[src/rtl/bcd_pkg.sv]
// rtl/bcd_pkg.sv - shared BCD types and constants for the binary/BCD converters
// Contents:
//   bcd_digit_t    one packed BCD digit
//   BCD_MAX_DIGIT  largest legal digit value
//   b2b_state_t    converter FSM states
//   bcd_digit_bad  flags a digit outside 0..9
package bcd_pkg;

    typedef logic [3:0] bcd_digit_t;

    localparam bcd_digit_t BCD_MAX_DIGIT = 4'd9;

    typedef enum logic [1:0] {
        IDLE = 2'd0,
        CONV = 2'd1,
        DONE = 2'd2
    } b2b_state_t;

    function automatic logic bcd_digit_bad(input bcd_digit_t d);
        return d > BCD_MAX_DIGIT;
    endfunction

endpackage

[src/rtl/bcd_digit_sub3.sv]
// rtl/bcd_digit_sub3.sv - per-digit correction step of reverse double-dabble
// Ports:
//   d_in   digit after the right shift
//   d_out  d_in-3 when d_in>=8, else d_in unchanged
module bcd_digit_sub3
    import bcd_pkg::*;
(
    input  bcd_digit_t d_in,
    output bcd_digit_t d_out
);

    // A digit >=8 after the shift received a carried-in 8 that is really a
    // decimal 5 (half of 10), so 3 is taken off. Never underflows.
    assign d_out = (d_in >= 4'd8) ? (d_in - 4'd3) : d_in;

endmodule

[src/rtl/bcd_to_bin.sv]
// rtl/bcd_to_bin.sv - sequential 4-digit BCD to binary converter, one bit per clock
// Ports:
//   clk        system clock, rising edge
//   rst        synchronous active-high reset
//   start      conversion request, honoured in IDLE or DONE only
//   bcd3..bcd0 thousands..units digits, captured on the accept edge
//   bin_out    binary result, valid while done
//   busy       high while converting
//   done       level, high from completion until next accepted start or rst
//   err_digit  some digit was >9, valid while done
//   overflow   value did not fit OUT_WIDTH bits, valid while done
module bcd_to_bin
    import bcd_pkg::*;
#(
    parameter int OUT_WIDTH = 14,
    parameter int DIGITS    = 4     // ports carry exactly four digits
) (
    input  logic                 clk,
    input  logic                 rst,
    input  logic                 start,
    input  logic [3:0]           bcd3,
    input  logic [3:0]           bcd2,
    input  logic [3:0]           bcd1,
    input  logic [3:0]           bcd0,
    output logic [OUT_WIDTH-1:0] bin_out,
    output logic                 busy,
    output logic                 done,
    output logic                 err_digit,
    output logic                 overflow
);

    localparam int BCD_W = 4 * DIGITS;
    localparam int SR_W  = BCD_W + OUT_WIDTH;
    localparam int CNT_W = $clog2(OUT_WIDTH + 1);
    localparam logic [CNT_W-1:0] LAST_CNT = CNT_W'(OUT_WIDTH - 1);

    b2b_state_t           state_q, state_d;
    logic [SR_W-1:0]      sr_q, sr_d;
    logic [CNT_W-1:0]     cnt_q, cnt_d;
    logic [OUT_WIDTH-1:0] bin_out_q, bin_out_d;
    logic                 busy_q, busy_d;
    logic                 done_q, done_d;
    logic                 err_digit_q, err_digit_d;
    logic                 overflow_q, overflow_d;

    logic [SR_W-1:0]      sr_shift;
    logic [SR_W-1:0]      sr_corr;
    logic                 any_bad;

    // Upper field holds the shrinking BCD value, lower field collects the
    // binary bits LSB-first from the top down.
    assign sr_shift = sr_q >> 1;
    assign sr_corr[OUT_WIDTH-1:0] = sr_shift[OUT_WIDTH-1:0];

    for (genvar g = 0; g < DIGITS; g++) begin : g_digit
        bcd_digit_sub3 u_sub3 (
            .d_in  (sr_shift[OUT_WIDTH + 4*g +: 4]),
            .d_out (sr_corr[OUT_WIDTH + 4*g +: 4])
        );
    end

    assign any_bad = bcd_digit_bad(bcd3) | bcd_digit_bad(bcd2) |
                     bcd_digit_bad(bcd1) | bcd_digit_bad(bcd0);

    always_comb begin
        state_d     = state_q;
        sr_d        = sr_q;
        cnt_d       = cnt_q;
        bin_out_d   = bin_out_q;
        busy_d      = busy_q;
        done_d      = done_q;
        err_digit_d = err_digit_q;
        overflow_d  = overflow_q;

        case (state_q)
            IDLE, DONE: begin
                if (start) begin
                    if (any_bad) begin
                        // Rejected immediately; no iterations are run.
                        state_d     = DONE;
                        bin_out_d   = '0;
                        busy_d      = 1'b0;
                        done_d      = 1'b1;
                        err_digit_d = 1'b1;
                        overflow_d  = 1'b0;
                    end else begin
                        // bin_out keeps the previous result until completion.
                        state_d     = CONV;
                        sr_d        = {bcd3, bcd2, bcd1, bcd0, {OUT_WIDTH{1'b0}}};
                        cnt_d       = '0;
                        busy_d      = 1'b1;
                        done_d      = 1'b0;
                        err_digit_d = 1'b0;
                        overflow_d  = 1'b0;
                    end
                end
            end
            CONV: begin
                sr_d  = sr_corr;
                cnt_d = cnt_q + CNT_W'(1);
                if (cnt_q == LAST_CNT) begin
                    // Any residue left in the BCD field is value >> OUT_WIDTH.
                    state_d    = DONE;
                    bin_out_d  = sr_shift[OUT_WIDTH-1:0];
                    overflow_d = |sr_shift[SR_W-1:OUT_WIDTH];
                    busy_d     = 1'b0;
                    done_d     = 1'b1;
                end
            end
            default: begin
                state_d = IDLE;
            end
        endcase
    end

    always_ff @(posedge clk) begin
        if (rst) begin
            state_q     <= IDLE;
            sr_q        <= '0;
            cnt_q       <= '0;
            bin_out_q   <= '0;
            busy_q      <= 1'b0;
            done_q      <= 1'b0;
            err_digit_q <= 1'b0;
            overflow_q  <= 1'b0;
        end else begin
            state_q     <= state_d;
            sr_q        <= sr_d;
            cnt_q       <= cnt_d;
            bin_out_q   <= bin_out_d;
            busy_q      <= busy_d;
            done_q      <= done_d;
            err_digit_q <= err_digit_d;
            overflow_q  <= overflow_d;
        end
    end

    assign bin_out   = bin_out_q;
    assign busy      = busy_q;
    assign done      = done_q;
    assign err_digit = err_digit_q;
    assign overflow  = overflow_q;

endmodule

[config.mk]
export PLATFORM = sky130hd
export DESIGN_NAME = bcd_to_bin
export DESIGN_NICKNAME = d
export VERILOG_FILES = /design/src/rtl/bcd_pkg.sv /design/src/rtl/bcd_digit_sub3.sv /design/src/rtl/bcd_to_bin.sv
export SDC_FILE = /design/constraint.sdc
export NUM_CORES = 1
export LEC_CHECK = 0
export CORE_MARGIN = 2
export CORE_UTILIZATION = 40
export DETAILED_ROUTE_END_ITERATION = 16
export GPL_TIMING_DRIVEN = 0
export SYNTH_ARGS = -nofsm -noshare
export SYNTH_HDL_FRONTEND = slang
export SYNTH_HIERARCHICAL = 1
export SYNTH_SLANG_ARGS = --single-unit
[constraint.sdc]
create_clock -name clk -period 1.43 [get_ports clk]
set_input_delay 0.286 -clock clk [delete_from_list [all_inputs] [get_ports clk]]
set_output_delay 0.286 -clock clk [all_outputs]
set_load 0.05 [all_outputs]
==> impl_table.tex, run 1 <==
\begin{tabular}{lr}
\hline
Metric & Value \\
\hline
\multicolumn{2}{l}{\textbf{Status}} \\
\quad Result of the run & complete, but fails checks \\
\quad Failing checks & setup timing \\
\multicolumn{2}{l}{\textbf{Power}} \\
\quad Highest ir drop seen on vdd & 0.578 mV \\
\quad Leakage power total & 1.31 nW \\
\quad Pwr/cell area & 960 mW/mm2 \\
\multicolumn{2}{l}{\textbf{Logic synthesis}} \\
\quad Number of flops mapped to enable cells by yosys & 0 \\
\quad Synth cell count leaders & sky130\_fd\_sc\_hd\_\_dfxtp\_1 (53), sky130\_fd\_sc\_hd\_\_a21oi\_1 (22), sky130\_fd\_sc\_hd\_\_nor2\_1 (22) \\
\quad Compound-Gate Fraction of Synth Area & 27.8\% \\
\quad Cell types occupying the most area after synthesis & sky130\_fd\_sc\_hd\_\_dfxtp\_1 (42\%), sky130\_fd\_sc\_hd\_\_o22a\_1 (5.6\%), sky130\_fd\_sc\_hd\_\_ha\_1 (5.0\%) \\
\quad Netlist area before placement & 0.00252 mm2 \\
\quad Mapped Avg Cell Area & 9.14 um2 \\
\quad Number of standard cells after synthesis & 276 \\
\quad Dominant synthesized flop cell & sky130\_fd\_sc\_hd\_\_dfxtp\_1 \\
\quad Share of synthesized flip-flops with an asynchronous set or reset & 0\% \\
\quad Proportion of synthesized area in mux cells & 0.397\% \\
\quad Fraction of the mapped netlist area in simple logic gates & 15.1\% \\
\quad Post-synthesis xor/xnor area fraction & 3.47\% \\
\quad Number of flip-flops and latches in the synthesized netlist & 53 \\
\quad Most common cell in the netlist & sky130\_fd\_sc\_hd\_\_dfxtp\_1 \\
\quad Main combinational cell family by area after synthesis & compound AO/OA/AOI/OAI gates \\
\quad Cell type contributing the most total cell area after synthesis & sky130\_fd\_sc\_hd\_\_dfxtp\_1 \\
\quad Number of different library cells in the post-synthesis netlist & 40 \\
\quad Adder-cell share of the synthesized area & 4.96\% \\
\quad Sequential cell area fraction in the yosys report & 42.1\% \\
\quad Synth Warn \# & 6 \\
\quad Synth top area share & 42.1\% \\
\multicolumn{2}{l}{\textbf{Route}} \\
\quad WL met2 & 2990 um \\
\quad Total wire length after detailed routing & 6320 um \\
\quad Routed WL per cell & 15.3 um \\
\quad Wire length the detailed router placed on met1 & 3060 um \\
\quad Vias after detailed routing & 2243 \\
\quad Via count normalized by instance count & 5.42 \\
\quad Top sig layer & met4 \\
\quad Number of detailed-route iterations in the first pass & 4 \\
\quad Antenna-violating nets left & 0 \\
\quad Met3 wire length & 196 um \\
\quad Post-route DRC violation count & 0 \\
\quad Detailed router's first-iteration violation count & 175 \\
\multicolumn{2}{l}{\textbf{Clock tree}} \\
\quad Insertion delay of the later-clocked pin in the worst-skew pair & 310 ps \\
\quad Cts hold-fix bufs & 0 \\
\quad TritonCTS clock tree & yes \\
\quad Sink Count & 53 \\
\quad Clock tree buffer depth & 2 \\
\quad Deepest level of the CTS H-tree & 2 \\
\quad Clock slew at reported path FFs & 110 ps \\
\quad Number of buffers inserted during clock tree synthesis & 5 \\
\quad Cell at the root of the clock tree & sky130\_fd\_sc\_hd\_\_clkbuf\_8 \\
\multicolumn{2}{l}{\textbf{Timing}} \\
\quad Sum of negative setup slack & -115 ps \\
\quad Fmax & 690 MHz \\
\quad RSZ-0062 raised after global routing & yes \\
\quad Pins over their slew limit & 0 \\
\quad Tightest Pin Transition & 550 ps \\
\quad Min Clock Period, post-route & 1450 ps \\
\quad Worst slew margin relative to its limit & 63.4\% \\
\quad Final worst slack & -19.0 ps \\
\quad Final setup fails & 8 \\
\quad Number of endpoints with negative hold slack in the final report & 0 \\
\quad WHS & 449 ps \\
\quad Layout Skew & 10.3 ps \\
\quad Share of the clock period used by the worst path & 101\% \\
\multicolumn{2}{l}{\textbf{Critical path}} \\
\quad Number of cells on the critical path & 7 \\
\quad Slowest CP cell & sky130\_fd\_sc\_hd\_\_dfxtp\_2 \\
\quad Endpoint arrival time on the critical path & 1710 ps \\
\quad Reg-to-reg startpoint & cnt\_q[1] \\
\quad Element type at the critical path end & register \\
\quad Maximum cell stage delay along the critical path & 340 ps \\
\quad Maximum fanout encountered on the critical timing path & 5 \\
\quad Worst setup path category & register to register \\
\quad Crit-path leading delay family & simple AND/OR/NAND/NOR gates \\
\quad Critical R2R Capture & bin\_out[4] \\
\quad CP Data Required Time & 1690 ps \\
\quad R2R cell count & 7 \\
\quad WP buf/inv & 2 \\
\quad Cells along the critical path & inv\_2, ha\_4, nand3\_4, or2\_4, nor2\_4, buf\_4, a22o\_1 \\
\quad Slack of the worst reg-to-reg path & -20 ps \\
\quad Type of origin of the critical path & register \\
\multicolumn{2}{l}{\textbf{Floorplanning}} \\
\quad Effective utilization at floorplan & 42.1\% \\
\quad Area of the core region & 0.00599 mm2 \\
\quad Number of rows in the core area & 28 \\
\quad Die width & 83.4 um \\
\quad Count of pins on the block boundary & 37 \\
\quad Die outline area & 0.00696 mm2 \\
\quad Height of the die & 83.4 um \\
\multicolumn{2}{l}{\textbf{Placed design}} \\
\quad Cell total after placement & 390 \\
\quad Placed wire-length estimate & 4120 um \\
\quad Worst setup slack before clock tree synthesis & -633 ps \\
\quad Routability-driven placement congestion ratio & 0.774 \\
\quad I/O Buffers & 35 \\
\multicolumn{2}{l}{\textbf{Final layout}} \\
\quad Total inserted antenna cells & 0 \\
\quad Non-filler cells in the finished layout & 414 \\
\quad Fraction of layout instances using a drive strength above 1 & 26.3\% \\
\quad Final core utilization & 55.8\% \\
\quad Area growth from synthesis to layout & 32.4\% \\
\quad NumNets Final & 367 \\
\multicolumn{2}{l}{\textbf{Flow run}} \\
\quad Max\_cap viols & 0 \\
\multicolumn{2}{l}{\textbf{Min path}} \\
\quad End of the worst hold path & sr\_q[19] \\
\quad Path category of the worst min-delay check & input port to register \\
\quad Number of cells on the worst hold path & 3 \\
\quad Hold Crit Start & rst \\
\multicolumn{2}{l}{\textbf{Global route}} \\
\quad Overall routing resource usage & 18.0\% \\
\quad Vias in the first global route & 2019 \\
\quad Number of antenna violations at the first check in global routing & 0 \\
\quad First-pass GRT wire length & 10300 um \\
\quad GRT overflow & 0 \\
\quad Pin count of the biggest net entering global routing & 19 \\
\hline
\end{tabular}
## cells in the final DEF (no fill, tap or decap), types with 5 or more instances in the layout
cell                               n
sky130_fd_sc_hd__a21oi_1          22
sky130_fd_sc_hd__a22o_1           12
sky130_fd_sc_hd__buf_4            19
sky130_fd_sc_hd__buf_6             7
sky130_fd_sc_hd__clkbuf_8          5
sky130_fd_sc_hd__clkdlybuf4s15_2  18
sky130_fd_sc_hd__conb_1            5
sky130_fd_sc_hd__dfxtp_1          43
sky130_fd_sc_hd__dfxtp_4           6
sky130_fd_sc_hd__dlygate4sd2_1    12
sky130_fd_sc_hd__ha_1              9
sky130_fd_sc_hd__inv_1            10
sky130_fd_sc_hd__nand2_1          20
sky130_fd_sc_hd__nand2b_1          7
sky130_fd_sc_hd__nor2_1           20
sky130_fd_sc_hd__nor2b_1           5
sky130_fd_sc_hd__nor3_1            5
sky130_fd_sc_hd__o211ai_1         14
sky130_fd_sc_hd__o21ai_2           5
sky130_fd_sc_hd__o22a_1           16
sky130_fd_sc_hd__o22ai_1          15
sky130_fd_sc_hd__xor2_1            6
## area by class of cell
| class | count | area, um2 |
|---|---|---|
| Timing Repair Buffer | 51 | 485 |
| Buffer | 20 | 141 |
| Clock inverter | 3 | 25.0 |
| Tap cell | 75 | 93.8 |
| Fill cell | 559 | 2650 |
| Multi-Input combinational cell | 196 | 1400 |
| Sequential cell | 53 | 1090 |
| Inverter | 11 | 41.3 |
| Clock buffer | 5 | 68.8 |
## worst min-delay path, stage by stage
cell                     delay (ps)
sky130_fd_sc_hd__buf_2          180
sky130_fd_sc_hd__nor2_1         130
sky130_fd_sc_hd__o22a_1         130
## flip-flops by register name (all words and copies together) (netlist names)
name       cells
bin_out       14
busy           1
cnt_q          4
done           1
err_digit      1
overflow       1
sr_q          29
state_q        2
## per-stage QoR
| stage | total power, mW | cell area, um2 |
|---|---|---|
| global placement | 2.25 | 2980 |
| finish | 3.21 | 3340 |
| detailed placement | 2.26 | 2980 |
| CTS | 3.16 | 3200 |
| global route | 3.37 | 3340 |
| floorplan | 2.08 | 2540 |
## report_power, final
group          switching (mW)  leakage [nW]  internal [mW]
sequential              0.100         0.437           1.56
combinational           0.336         0.829          0.315
clock                   0.538        0.0447          0.355
total                   0.974          1.31           2.23
## logic make-up after synthesis
group / after synthesis
xor+xnor: 10
flops: 53
mux: 1
other cells: 1
fa+ha+maj: 10
buf+inv: 31
compound gates: 97
simple gates: 73
## worst max-delay path by stage
stage	endpoint	startpoint
floorplan	bin_out[10]	cnt_q[1]
global placement	sr_q[19]	bcd0[2]
finish	bin_out[4]	cnt_q[1]
global route	bin_out[3]	cnt_q[1]
detailed placement	sr_q[19]	bcd0[2]
CTS	bin_out[13]	bcd0[1]
## routing by layer
| layer | GRT usage, % | vias up |
|---|---|---|
| li1 | - | 1116 |
| met1 | 25.9 | 1073 |
| met2 | 27.9 | 45 |
| met3 | 3.28 | 9 |
| met4 | 4.40 | 0 |
| met5 | 0 | - |
## repair_timing
action,CTS,global route
resized for setup,90,35
setup buffers,6,8
pin swaps,8,15
cloned,2,0
setup endpoints to repair,69,42
No activity file was read; power rests on OpenSTA's default activity.
==> run 2: changes to the inputs <==
--- a/config.mk
+++ b/config.mk
@@ -8,7 +8,7 @@
 export CORE_MARGIN = 2
 export CORE_UTILIZATION = 40
 export DETAILED_ROUTE_END_ITERATION = 16
-export GPL_TIMING_DRIVEN = 0
+export SKIP_LAST_GASP = 1
 export SYNTH_ARGS = -nofsm -noshare
 export SYNTH_HDL_FRONTEND = slang
 export SYNTH_HIERARCHICAL = 1
==> run 2 against run 1 <==
  * The run now ends clean
  * Total power up 1.7%
  * Global-route usage fell by 0.42 points
  * Critical path depth fell by 1
  * Count of clock-buffer cells in the layout stayed put
  * Clock power fell by 1%
  * Sequential cell count did not move
  * Largest power group unchanged
  * Highest routed layer unchanged
==> impl_table.tex, run 2 (synthesized netlist as in run 1, its figures left out) <==
\begin{tabular}{lr}
\hline
Metric & Value \\
\hline
\multicolumn{2}{l}{\textbf{Status}} \\
\quad Result of the run & finished clean \\
\multicolumn{2}{l}{\textbf{Flow run}} \\
\quad Max\_cap viols & 0 (unchanged) \\
\multicolumn{2}{l}{\textbf{Global route}} \\
\quad Pin count of the biggest net entering global routing & 30 (+11) \\
\quad Number of antenna violations at the first check in global routing & 0 (unchanged) \\
\quad First-pass GRT wire length & 10100 um (-1.2\%) \\
\quad Vias in the first global route & 2065 (+2.3\%) \\
\quad Overall routing resource usage & 17.6\% (-0.42 points) \\
\quad GRT overflow & 0 (unchanged) \\
\multicolumn{2}{l}{\textbf{Timing}} \\
\quad RSZ-0062 raised after global routing & yes \\
\quad Pins over their slew limit & 0 (unchanged) \\
\quad Layout Skew & 6.24 ps (-4.08 ps) \\
\quad Number of endpoints with negative hold slack in the final report & 0 (unchanged) \\
\quad Min Clock Period, post-route & 1380 ps (-66.1 ps) \\
\quad Final setup fails & 0 (-8) \\
\quad Fmax & 723 MHz (+4.8\%) \\
\quad WHS & 421 ps (-28.5 ps) \\
\quad Share of the clock period used by the worst path & 96.7\% (-4.6 points) \\
\quad Final worst slack & 47.1 ps (+66.1 ps) \\
\multicolumn{2}{l}{\textbf{Critical path}} \\
\quad Type of origin of the critical path & register \\
\quad Launching instance or port of the critical path & cnt\_q[0] \\
\quad Element type at the critical path end & register \\
\quad Worst setup path category & register to register \\
\quad CP Data Required Time & 1680 ps (about the same) \\
\quad Endpoint arrival time on the critical path & 1640 ps (-70 ps) \\
\quad R2R cell count & 6 (-1) \\
\quad Reg-to-reg startpoint & cnt\_q[0] \\
\quad Maximum fanout encountered on the critical timing path & 12 (+7) \\
\multicolumn{2}{l}{\textbf{Floorplanning}} \\
\quad Number of rows in the core area & 28 (unchanged) \\
\quad Effective utilization at floorplan & 42.1\% (unchanged) \\
\quad Area of the core region & 0.00599 mm2 (unchanged) \\
\quad Height of the die & 83.4 um (unchanged) \\
\quad Die outline area & 0.00696 mm2 (unchanged) \\
\quad Count of pins on the block boundary & 37 (unchanged) \\
\quad Die width & 83.4 um (unchanged) \\
\multicolumn{2}{l}{\textbf{Placed design}} \\
\quad Routability-driven placement congestion ratio & 0.800 (+3.5\%) \\
\quad Area post-placement & 0.00336 mm2 (+13\%) \\
\quad Worst setup slack before clock tree synthesis & -758 ps (-126 ps) \\
\quad I/O Buffers & 36 (+2.9\%) \\
\quad Placed wire-length estimate & 4090 um (-0.68\%) \\
\multicolumn{2}{l}{\textbf{Route}} \\
\quad Post-route DRC violation count & 0 (unchanged) \\
\quad Detailed router's first-iteration violation count & 124 (-29\%) \\
\quad Number of detailed-route iterations in the first pass & 4 (unchanged) \\
\quad Routed WL per cell & 13.9 um (-9.2\%) \\
\quad Via count normalized by instance count & 5.25 (-3.1\%) \\
\quad Vias after detailed routing & 2236 (-0.31\%) \\
\quad Total wire length after detailed routing & 5900 um (-6.6\%) \\
\quad Antenna-violating nets left & 0 (unchanged) \\
\multicolumn{2}{l}{\textbf{Clock tree}} \\
\quad Deepest level of the CTS H-tree & 2 (unchanged) \\
\quad TritonCTS clock tree & yes \\
\quad Cell at the root of the clock tree & sky130\_fd\_sc\_hd\_\_clkbuf\_8 \\
\quad Number of buffers inserted during clock tree synthesis & 5 (unchanged) \\
\quad Sink Count & 53 (unchanged) \\
\quad Clock tree buffer depth & 2 (unchanged) \\
\quad Clock slew at reported path FFs & 100 ps (about the same) \\
\quad Insertion delay of the later-clocked pin in the worst-skew pair & 300 ps (about the same) \\
\multicolumn{2}{l}{\textbf{Final layout}} \\
\quad Design area & 0.00364 mm2 (+9.0\%) \\
\quad Number of flip-flops under the largest register name & 29 (unchanged) \\
\quad Leading cell type in the layout, fill and taps excluded & sky130\_fd\_sc\_hd\_\_dfxtp\_1 \\
\quad NumNets Final & 379 (+3.3\%) \\
\quad Leading cell types in the layout, fill and taps excluded & sky130\_fd\_sc\_hd\_\_dfxtp\_1 (47), sky130\_fd\_sc\_hd\_\_buf\_4 (37), sky130\_fd\_sc\_hd\_\_buf\_12 (23) \\
\quad Total inserted antenna cells & 0 (unchanged) \\
\quad Fraction of layout instances using a drive strength above 1 & 29.1\% (+2.8 points) \\
\quad Area growth from synthesis to layout & 44.4\% \\
\quad Final core utilization & 60.8\% (+5.0 points) \\
\quad Top register by number of flip-flops & sr\_q \\
\quad Filler Cell Count & 541 (-3.2\%) \\
\multicolumn{2}{l}{\textbf{Power}} \\
\quad Share of total power consumed by net switching & 29.4\% (-0.96 points) \\
\quad Highest ir drop seen on vdd & 0.435 mV (-25\%) \\
\quad Part of the power in the clock network & 27.1\% (-0.7 points) \\
\quad Leakage power total & 1.48 nW (+13\%) \\
\quad Register share of total power & 51.0\% (-0.9 points) \\
\quad Net load switching power & 0.960 mW (-1.5\%) \\
\quad Pwr/cell area & 895 mW/mm2 (-6.7\%) \\
\quad Post-layout total power & 3.26 mW (+1.7\%) \\
\quad Part of the total power dissipated in combinational logic & 21.9\% (+1.6 points) \\
\quad Internal power of the cells & 2.30 mW (+3.1\%) \\
\multicolumn{2}{l}{\textbf{Min path}} \\
\quad Path category of the worst min-delay check & input port to register \\
\quad Hold Crit Start & bcd0[1] \\
\quad Number of cells on the worst hold path & 4 (+1) \\
\hline
\end{tabular}
## run 2: final cells by class
| type | count | area [um2] | share of cell area, % |
|---|---|---|---|
| Clock buffer | 5 | 68.8 | 1.89 |
| Sequential cell | 53 | 1070 | 29.3 |
| Clock inverter | 3 | 26.3 | 0.721 |
| Multi-Input combinational cell | 196 | 1370 | 37.7 |
| Timing Repair Buffer | 83 | 972 | 26.7 |
| Tap cell | 75 | 93.8 | 2.58 |
| Inverter | 11 | 41.3 | 1.13 |
## run 2: what timing repair did
item,in CTS,in global routing
endpoints found under the hold margin,0,0
pin swaps,7,7
resized for setup,26,26
gates cloned,2,0
hold buffers,0,0
buffers inserted,7,2
setup endpoints to repair,44,51
## run 2: power groups by stage
| stage | sequential (mW) | combinational [mW] | clock (mW) |
|---|---|---|---|
| after detailed placement | 1.69 | 0.649 | 0 |
| final | 1.66 | 0.713 | 0.884 |
| after CTS | 1.66 | 0.703 | 0.905 |
| after global placement | 1.69 | 0.641 | 0 |
| after global routing | 1.68 | 0.786 | 0.972 |
| after floorplan | 1.70 | 0.379 | 0 |
## run 2: through the flow
step | setup TNS (ps) | cells
floorplan | 0 | 280
global route | -276 | 426
CTS | 0 | 424
global placement | -24310 | 407
detailed placement | -25350 | 407
finish | 0 | 426
## run 2: final timing paths
kind | slack, ps | to
hold / removal | 420 | sr_q[15]
setup / recovery | 50 | bin_out[10]
hold reg to reg | 480 | sr_q[6]
setup reg to reg | 50 | bin_out[10]
## run 2: worst max-delay path: stages, from the launching register on
cell and delay [ps]:
sky130_fd_sc_hd__dfxtp_1 390, sky130_fd_sc_hd__ha_4 160, sky130_fd_sc_hd__nand3_4 100, sky130_fd_sc_hd__or2_4 300
sky130_fd_sc_hd__nor2_4 100, sky130_fd_sc_hd__buf_12 140, sky130_fd_sc_hd__a22o_1 140
## run 2: layer usage
metal	track usage (%)	vias up	part of all wire, %	wire length, um
met5	0	-	0	0
met3	3.48	4	3.2	190
met1	24.7	1052	48	2860
met4	4.11	0	0.86	51
met2	28.0	42	47	2800
li1	-	1138	-	-
==> run 3: changes to the inputs <==
==> constraint.sdc (replaced) <==
create_clock -name clk -period 1.55 [get_ports clk]
set_input_delay 0.31 -clock clk [delete_from_list [all_inputs] [get_ports clk]]
set_output_delay 0.31 -clock clk [all_outputs]
set_load 0.05 [all_outputs]
==> run 3 against run 2 <==
  * Die area unchanged
  * Count of clock-buffer cells in the layout is the same
  * Routed wire length fell by 1.9%
  * Critical endpoint is now state_q[1]
==> impl_table.tex, run 3 (synthesized netlist as in run 1, its figures left out) <==
\begin{tabular}{lr}
\hline
Metric & Value \\
\hline
\multicolumn{2}{l}{\textbf{Timing}} \\
\quad Fmax & 652 MHz \\
\quad Number of endpoints with negative hold slack in the final report & 0 (unchanged) \\
\quad Pins over their slew limit & 0 (unchanged) \\
\quad Sum of negative setup slack & 0 ps (unchanged) \\
\quad Final setup fails & 0 (unchanged) \\
\quad Share of the clock period used by the worst path & 98.9\% \\
\quad Layout Skew & 8.85 ps (+2.61 ps) \\
\quad RSZ-0062 raised after global routing & yes \\
\quad Min Clock Period, post-route & 1530 ps \\
\quad Final worst slack & 17.2 ps (-29.9 ps) \\
\quad WHS & 453 ps (+31.8 ps) \\
\multicolumn{2}{l}{\textbf{Global route}} \\
\quad Number of antenna violations at the first check in global routing & 0 (unchanged) \\
\quad Vias in the first global route & 2009 (-2.7\%) \\
\quad Overall routing resource usage & 16.3\% (-1.2 points) \\
\quad Pin count of the biggest net entering global routing & 27 (-10\%) \\
\quad First-pass GRT wire length & 9460 um (-6.7\%) \\
\quad GRT overflow & 0 (unchanged) \\
\multicolumn{2}{l}{\textbf{Final layout}} \\
\quad Filler Cell Count & 519 (-4.1\%) \\
\quad Area growth from synthesis to layout & 42.5\% \\
\quad Storage cell area & 0.00107 mm2 (-0.23\%) \\
\quad Design area & 0.00359 mm2 (-1.3\%) \\
\quad Fraction of layout instances using a drive strength above 1 & 25.4\% (-3.6 points) \\
\quad Area of combinational cells with multiple inputs & 0.00135 mm2 (-1.3\%) \\
\quad Top register by number of flip-flops & sr\_q \\
\quad NumNets Final & 374 (-1.3\%) \\
\quad Total inserted antenna cells & 0 (unchanged) \\
\quad Leading cell types in the layout, fill and taps excluded & sky130\_fd\_sc\_hd\_\_dfxtp\_1 (49), sky130\_fd\_sc\_hd\_\_buf\_4 (34), sky130\_fd\_sc\_hd\_\_a21oi\_1 (22) \\
\quad Number of flip-flops under the largest register name & 29 (unchanged) \\
\quad Leading cell type in the layout, fill and taps excluded & sky130\_fd\_sc\_hd\_\_dfxtp\_1 \\
\multicolumn{2}{l}{\textbf{Clock tree}} \\
\quad Sink Count & 53 (unchanged) \\
\quad Cell at the root of the clock tree & sky130\_fd\_sc\_hd\_\_clkbuf\_8 \\
\quad Deepest level of the CTS H-tree & 2 (unchanged) \\
\quad Insertion delay of the later-clocked pin in the worst-skew pair & 310 ps (about the same) \\
\quad Number of buffers inserted during clock tree synthesis & 5 (unchanged) \\
\quad TritonCTS clock tree & yes \\
\quad Cts hold-fix bufs & 0 (unchanged) \\
\quad Clock slew at reported path FFs & 100 ps (about the same) \\
\quad Clock tree buffer depth & 2 (unchanged) \\
\multicolumn{2}{l}{\textbf{Critical path}} \\
\quad Endpoint arrival time on the critical path & 1780 ps (+140 ps) \\
\quad Endpoint of the most critical setup path & state\_q[1] \\
\quad Type of origin of the critical path & input port \\
\quad Slowest CP cell & sky130\_fd\_sc\_hd\_\_clkdlybuf4s50\_1 \\
\quad R2R cell count & 7 (+1) \\
\quad Worst setup path category & input port to register \\
\quad Number of cells on the critical path & 7 (+1) \\
\quad Slack of the worst reg-to-reg path & 100 ps (+50 ps) \\
\quad CP Data Required Time & 1800 ps (+120 ps) \\
\quad WP buf/inv & 3 (+2) \\
\quad Launching instance or port of the critical path & bcd3[3] \\
\quad Maximum cell stage delay along the critical path & 490 ps (+100 ps) \\
\quad Element type at the critical path end & register \\
\quad Reg-to-reg startpoint & cnt\_q[1] \\
\quad Maximum fanout encountered on the critical timing path & 2 (-10) \\
\quad Cell repeated most along the worst path & sky130\_fd\_sc\_hd\_\_buf\_4 \\
\quad Crit-path leading delay family & buffers and inverters \\
\quad Cells along the critical path & clkdlybuf4s50\_1, o21ai\_2, buf\_4, and4\_1, buf\_4, a211o\_1, a21oi\_1 \\
\quad Critical R2R Capture & bin\_out[1] \\
\multicolumn{2}{l}{\textbf{Placed design}} \\
\quad Area post-placement & 0.00332 mm2 (-1.0\%) \\
\quad I/O Buffers & 36 (unchanged) \\
\quad Worst setup slack before clock tree synthesis & -668 ps (+90.3 ps) \\
\quad Placed wire-length estimate & 3990 um (-2.5\%) \\
\quad Routability-driven placement congestion ratio & 0.808 (+0.92\%) \\
\multicolumn{2}{l}{\textbf{Floorplanning}} \\
\quad Die outline area & 0.00696 mm2 (unchanged) \\
\quad Count of pins on the block boundary & 37 (unchanged) \\
\quad Number of rows in the core area & 28 (unchanged) \\
\quad Area of the core region & 0.00599 mm2 (unchanged) \\
\quad Effective utilization at floorplan & 42.1\% (unchanged) \\
\quad Die width & 83.4 um (unchanged) \\
\quad Height of the die & 83.4 um (unchanged) \\
\multicolumn{2}{l}{\textbf{Power}} \\
\quad Pwr/cell area & 825 mW/mm2 (-7.8\%) \\
\quad Highest ir drop seen on vdd & 0.536 mV (+23\%) \\
\quad Post-layout total power & 2.97 mW (-9.1\%) \\
\quad Leakage power total & 1.52 nW (+2.3\%) \\
\multicolumn{2}{l}{\textbf{Route}} \\
\quad Routed WL per cell & 13.8 um (-0.75\%) \\
\quad Antenna-violating nets left & 0 (unchanged) \\
\quad Total wire length after detailed routing & 5790 um (-1.9\%) \\
\quad Met3 wire length & 182 um (-4.2\%) \\
\quad Wire length the detailed router placed on met1 & 2820 um (-1.3\%) \\
\quad Via count normalized by instance count & 5.26 (+0.24\%) \\
\quad WL met2 & 2760 um (-1.6\%) \\
\quad Number of detailed-route iterations in the first pass & 4 (unchanged) \\
\quad Detailed router's first-iteration violation count & 82 (-34\%) \\
\quad Post-route DRC violation count & 0 (unchanged) \\
\quad Vias after detailed routing & 2215 (-0.94\%) \\
\quad Top sig layer & met4 \\
\multicolumn{2}{l}{\textbf{Min path}} \\
\quad Path category of the worst min-delay check & input port to register \\
\quad Hold Crit Start & bcd0[1] \\
\multicolumn{2}{l}{\textbf{Status}} \\
\quad Result of the run & finished clean \\
\multicolumn{2}{l}{\textbf{Flow run}} \\
\quad Max\_cap viols & 0 (unchanged) \\
\hline
\end{tabular}
run 3: cell count changes in the layout (fill, tap and decap cells not counted), moves of 2 or more:
cell                              previous run  this run
sky130_fd_sc_hd__dlymetal6s2s_1              1        10
sky130_fd_sc_hd__clkbuf_2                    4         0
sky130_fd_sc_hd__clkdlybuf4s15_1             4         0
sky130_fd_sc_hd__dlygate4sd2_1               4         0
sky130_fd_sc_hd__buf_12                     23        20
sky130_fd_sc_hd__buf_4                      37        34
sky130_fd_sc_hd__clkdlybuf4s50_1             5         8
sky130_fd_sc_hd__dfxtp_1                    47        49
sky130_fd_sc_hd__dfxtp_2                     6         4
run 3: how the worst min path moves through the flow:
stage | cells after the start | endpoint
2_1_floorplan | 2 | sr_q[13]
3_3_place_gp | 2 | sr_q[2]
3_5_place_dp | 2 | sr_q[6]
4_1_cts | 2 | sr_q[5]
5_1_grt | 4 | sr_q[27]
6_report | 4 | sr_q[15]
run 3: timing repair:
item                                    CTS  global route
cloned                                    0             2
pin swaps                                 2             7
endpoints found under the setup margin   18            48
setup buffers                             2             5
gates resized for setup                   2            25
run 3: worst min-delay path, delay by kind of cell:
| family | cells | cell delay, ps |
|---|---|---|
| AO/OA/AOI/OAI | 2 | 230 |
| buffers and inverters | 1 | 120 |
| AND/OR/NAND/NOR | 1 | 90 |
run 3: per-stage QoR:
stage,utilization [%],std cells
floorplan,-,280
global placement,55.5,404
detailed placement,55.5,404
CTS,57.4,414
global route,60.0,421
finish,60.0,421
run 3: final cells by class:
| class | count | share of cell area, % |
|---|---|---|
| clock buffers | 5 | 1.91 |
| flip-flops and latches | 53 | 29.7 |
| repair buffers | 78 | 26.3 |
| clock inverters | 3 | 0.696 |
| well taps | 75 | 2.61 |
| multi-input cells | 196 | 37.7 |
| inverters | 11 | 1.15 |
run 3: routing by layer:
metal | vias up | GRT usage (%)
met2 | 37 | 26.1
met3 | 2 | 3.78
met5 | - | 0
li1 | 1132 | -
met1 | 1044 | 22.4
met4 | 0 | 4.11
run 3: power by group:
part / total [mW] / switching (mW) / internal, mW
registers: 1.54 / 0.106 / 1.44
clock network: 0.801 / 0.475 / 0.327
logic: 0.622 / 0.287 / 0.335
total: 2.97 / 0.867 / 2.10
